[src/rtl/gcd_arbiter.sv]
// Round-robin front end sharing one GCD core between two requesters.
// Short-circuits zero operands and aborts a hung core with a watchdog.
module gcd_arbiter #(
  parameter int unsigned WIDTH   = 8,
  parameter int unsigned TIMEOUT = 255
) (
  input  logic             clk,
  input  logic             reset_n,

  input  logic             req0_valid,
  input  logic [WIDTH-1:0] req0_x,
  input  logic [WIDTH-1:0] req0_y,
  output logic             req0_ready,
  input  logic             req1_valid,
  input  logic [WIDTH-1:0] req1_x,
  input  logic [WIDTH-1:0] req1_y,
  output logic             req1_ready,

  output logic             resp0_valid,
  input  logic             resp0_ready,
  output logic             resp1_valid,
  input  logic             resp1_ready,
  output logic [WIDTH-1:0] resp_d,
  output logic             resp_err,

  output logic [WIDTH-1:0] gcd_x,
  output logic [WIDTH-1:0] gcd_y,
  output logic             gcd_go,
  output logic             gcd_clear,
  input  logic             gcd_done,
  input  logic [WIDTH-1:0] gcd_d,

  output logic             busy
);

  localparam int unsigned WdogW = $clog2(TIMEOUT + 1);
  localparam logic [WdogW-1:0] WdogLast = WdogW'(TIMEOUT - 1);
  localparam logic [WdogW-1:0] WdogMax  = WdogW'(TIMEOUT);

  typedef enum logic [1:0] {StIdle, StLaunch, StWait, StRespond} state_e;

  state_e           state_q, state_d;
  logic             grant_q, grant_d;
  logic             last_q, last_d;
  logic [WIDTH-1:0] x_q, x_d;
  logic [WIDTH-1:0] y_q, y_d;
  logic [WIDTH-1:0] res_q, res_d;
  logic             err_q, err_d;
  logic [WdogW-1:0] wdog_q, wdog_d;

  logic             is_idle;
  logic             pick1;
  logic             any_req;
  logic [WIDTH-1:0] sel_x;
  logic [WIDTH-1:0] sel_y;
  logic             wdog_hit;
  logic             resp_take;

  assign is_idle   = (state_q == StIdle);
  assign any_req   = req0_valid | req1_valid;
  // On a tie, the requester not served last wins.
  assign pick1     = req1_valid & (~req0_valid | ~last_q);
  assign sel_x     = pick1 ? req1_x : req0_x;
  assign sel_y     = pick1 ? req1_y : req0_y;
  assign wdog_hit  = (state_q == StWait) && (wdog_q == WdogLast);
  assign resp_take = grant_q ? resp1_ready : resp0_ready;

  always_comb begin
    state_d = state_q;
    grant_d = grant_q;
    last_d  = last_q;
    x_d     = x_q;
    y_d     = y_q;
    res_d   = res_q;
    err_d   = err_q;
    wdog_d  = wdog_q;
    unique case (state_q)
      StIdle: begin
        if (any_req) begin
          grant_d = pick1;
          x_d     = sel_x;
          y_d     = sel_y;
          if ((sel_x != '0) && (sel_y != '0)) begin
            state_d = StLaunch;
          end else begin
            // gcd(0,y)=y, gcd(x,0)=x, gcd(0,0)=0; the core would spin forever.
            res_d   = sel_x | sel_y;
            err_d   = 1'b0;
            state_d = StRespond;
          end
        end
      end
      StLaunch: begin
        wdog_d  = '0;
        state_d = StWait;
      end
      StWait: begin
        if (gcd_done) begin
          res_d   = gcd_d;
          err_d   = 1'b0;
          state_d = StRespond;
        end else if (wdog_hit) begin
          res_d   = '0;
          err_d   = 1'b1;
          state_d = StRespond;
        end else if (wdog_q != WdogMax) begin
          wdog_d = wdog_q + WdogW'(1);
        end
      end
      StRespond: begin
        if (resp_take) begin
          last_d  = grant_q;
          state_d = StIdle;
        end
      end
      default: state_d = StIdle;
    endcase
  end

  always_ff @(posedge clk or negedge reset_n) begin
    if (!reset_n) begin
      state_q <= StIdle;
      grant_q <= 1'b0;
      last_q  <= 1'b1;
      x_q     <= '0;
      y_q     <= '0;
      res_q   <= '0;
      err_q   <= 1'b0;
      wdog_q  <= '0;
    end else begin
      state_q <= state_d;
      grant_q <= grant_d;
      last_q  <= last_d;
      x_q     <= x_d;
      y_q     <= y_d;
      res_q   <= res_d;
      err_q   <= err_d;
      wdog_q  <= wdog_d;
    end
  end

  // Ready is gated by reset so nothing looks accepted while held in reset.
  assign req0_ready  = reset_n & is_idle & req0_valid & ~pick1;
  assign req1_ready  = reset_n & is_idle & pick1;
  assign resp0_valid = (state_q == StRespond) & ~grant_q;
  assign resp1_valid = (state_q == StRespond) & grant_q;
  assign resp_d      = res_q;
  assign resp_err    = err_q;
  assign gcd_x       = x_q;
  assign gcd_y       = y_q;
  assign gcd_go      = (state_q == StLaunch);
  assign gcd_clear   = wdog_hit & ~gcd_done;
  assign busy        = ~is_idle;

endmodule

[config.mk]
export PLATFORM = sky130hd
export DESIGN_NAME = gcd_arbiter
export DESIGN_NICKNAME = d
export VERILOG_FILES = /design/src/rtl/gcd_arbiter.sv
export SDC_FILE = /design/constraint.sdc
export NUM_CORES = 1
export LEC_CHECK = 0
export CORE_MARGIN = 2
export CORE_UTILIZATION = 48
export DETAILED_ROUTE_END_ITERATION = 7
export GPL_TIMING_DRIVEN = 0
export PLACE_DENSITY = 0.95
export SETUP_SLACK_MARGIN = 0.5
export SLEW_MARGIN = 0
export SYNTH_ARGS = -nofsm -noshare
export SYNTH_HDL_FRONTEND = slang
export SYNTH_SLANG_ARGS = --single-unit
[constraint.sdc]
create_clock -name clk -period 4.65 [get_ports clk]
set_clock_uncertainty 0.2 [all_clocks]
set_input_delay 0.6975 -clock clk [delete_from_list [all_inputs] [get_ports clk]]
set_output_delay 0.6975 -clock clk [all_outputs]
set_load 0.01 [all_outputs]
==> impl_results.md <==
* Arrival time worst endpoint at 2.77 ns
* Met1 wire length at 2.61 mm
* Sequential element share of the synthesized area at 43.8%
* Gpl congestion at 0.920
* Area Overhead vs Synth at 45.2%
* Ys async rst share at 100%
* Port Buffer Count at 78
* Pint at 1.09 mW
* Syn. warnings at 0
* Met3 wire len at 496 um
* Commonest non-fill, non-tap cell in the layout: clkdlybuf4s50_1
* Post-DRT Antenna Nets at 0
* Synth cell types at 36
* Final WS setup at 0.986 ns
* Row Count at 24
* Initial drt markers at 128
* Finished Cell Area at 0.00307 mm2
* # hold bufs at CTS at 0
* Total CTS buffers at 5
* Unrepaired setup endpoints after global routing: false
* Count of pins over their slew limit at 0
* Die Ht at 70.4 um
* Clock Tree Buf Depth at 2
* WHS Endpoint: gcd_y[0]
* Pre-antenna DRT Iters at 4
* P_leak at 1.31 nW
* Hold Startpoint: gcd_y[0]
* Crit. End Element: primary output
* Fmax achieved at 273 MHz
* Layout cell share with drive strength beyond 1 at 8.06%
* Commonest cells after routing, fill and taps aside: clkdlybuf4s50_1, nand2_1, dfrtp_1, nor3_1, o21ai_0
* Cell Area, Synth at 0.00212 mm2
* Fillers at 337
* Diodes inserted at 0
* Antenna violations before repair at 0
* Syn_area_per_cell at 9.45 um2
* Hold Violations, Final at 0
* # IOs at 79
* CTS tree: built
* Met2 WL at 3.13 mm
* Top layer in use: met4
* Max cap viols at 0
* Yosys reg bits at 37
* WS Path Type: input pin to primary output
* Number of clock sinks at 37
* Status: complete, no violations
* Setup repair bufs after CTS at 0
* Relative slew slack at 43.3%
* Drt drc at 0
* H-tree levels at 2
* Register share of total power at 31.7%
* Clock latency on the worst-skew pair at 0.29 ns
* GRT Overall Usage at 27.1%
* Reg2reg path depth at 7
* Footprint of the multi-input gates at 0.00113 mm2
* Post-DP Area at 0.00296 mm2
* WL/cell at 17.6 um
* Via/cell ratio at 5.90
* Sw frac at 36.0%
* Tcrit/Tclk final at 78.8%
* Endpoints failing setup at 0
* Pre-CTS setup slack at 1.04 ns
* Hold-critical path depth at 2
* Total Power at 1.71 mW
* Starting Density at 49.3%
* Global-route wire length before repair at 10.4 mm
* Core Area at 0.00429 mm2
* Ys flop type: dfrtp_1
* Worst path required time at 3.75 ns
* Min cycle time layout at 3.66 ns
* Cts repair resizes at 0
* Core Util, Final at 71.6%
* RR Startpoint: wdog_q[0]
* GRT overflow at 0
* Cell Pwr Density at 555 mW/mm2
* Vias in the first global route at 2144
* Largest net degree at the start of global routing at 40
* Startpoint types: input pin
* CTS clk-pin slew, worst paths at 0.07 ns
* Worst r2r dst: resp_d[6]
* WL final at 6.39 mm
* Actual slew at the worst max-slew pin at 0.850 ns
* Via count at 2134
* Worst min path class: flip-flop to flip-flop
* Die area at 0.00496 mm2
* Clock root buffer master: clkbuf_8
* Comb pwr share at 51.2%
* Nets at 362
* Clock power frac at 17.1%
* Max FO, Critical Path at 10
* Syn Inst Count at 224
* Post-synth EDFFs at 0
* FF+latch area at 927 um2
* Syn_nets at 277
* Flop-to-flop setup slack at 2.42 ns
* Max rail drop VDD at 0.000305 V
* Sw power at 0.614 mW
* Setup TNS at 0 ns
* Post-DP HPWL at 4.87 mm
* Worst Setup SP: req1_valid
* Chip Width at 70.4 um
## critical path, stage by stage
cell and delay [ns]:
clkdlybuf4s50_1 0.54, a21boi_0 0.18, buf_2 0.25, buf_2 0.33, and3_1 0.23, clkdlybuf4s50_1 0.54
## cell usage after synthesis, types with 2 or more instances
library cell   n  area, um2
nand2_1       37        139
dfrtp_1       36        901
nor3_1        20        100
o21ai_0       20        100
mux2i_1       19        190
nor2_1        12       45.0
o31ai_1       10       75.1
nor4_1         9       56.3
mux2_2         8       90.1
ha_1           6       75.1
inv_1          6       22.5
clkbuf_1       5       18.8
xnor2_1        4       35.0
a21oi_1        3       15.0
and2_1         3       18.8
buf_2          3       15.0
a21o_1         2       15.0
nand3_1        2       10.0
nor2b_1        2       12.5
## worst max-delay path by stage
stage                 endpoint  slack [ns]  cells past startpoint
floorplan           req1_ready        2.25                      4
global placement    req0_ready        0.43                      4
detailed placement  req1_ready        1.04                      6
CTS                 req1_ready        1.02                      6
global route        req1_ready        0.90                      6
finish              req1_ready        0.99                      6
## cell families after synthesis
group	count (synthesis)	synth area share, %
xor+xnor	5	2.07
compound gates	41	12.4
fa+ha+maj	6	3.55
buf+inv	15	2.84
mux	28	13.9
simple gates	92	21.4
flops	37	43.8
## power groups by stage
stage	Sequential (mW)	Combinational (mW)	Clock, mW
floorplan	0.582	0.427	0
global placement	0.538	0.846	0
global route	0.557	0.948	0.310
finish	0.542	0.874	0.291
CTS	0.541	0.881	0.291
detailed placement	0.547	0.874	0
## stage by stage
| step | hold slack (ns) | std cells |
|---|---|---|
| 2_1_floorplan | 0.202 | 224 |
| 3_3_place_gp | 0.262 | 354 |
| 3_5_place_dp | 0.281 | 354 |
| 5_1_grt | 0.318 | 362 |
| 4_1_cts | 0.297 | 362 |
| 6_report | 0.288 | 362 |
## registers in the layout (all words and copies together), names as in the netlist
| signal | flops |
|---|---|
| resp_err | 1 |
| gcd_x | 8 |
| state_q | 2 |
| wdog_q | 8 |
| grant_q | 1 |
| last_q | 1 |
| resp_d | 8 |
| gcd_y | 8 |
## routing by layer
metal	track usage, %	vias to the layer above
li1	-	977
met1	34.1	1034
met2	44.8	105
met3	6.93	18
met4	10.0	0
met5	0	-
## layout make-up
cell class,count,area share (%)
clock inverter,1,0.977
timing repair buffer,78,25.2
multi-input combinational,172,36.8
buffer,9,1.22
tap,52,2.12
sequential,37,30.2
clock buffer,7,2.81
inverter,6,0.733
No activity file was read; power rests on OpenSTA's default activity.
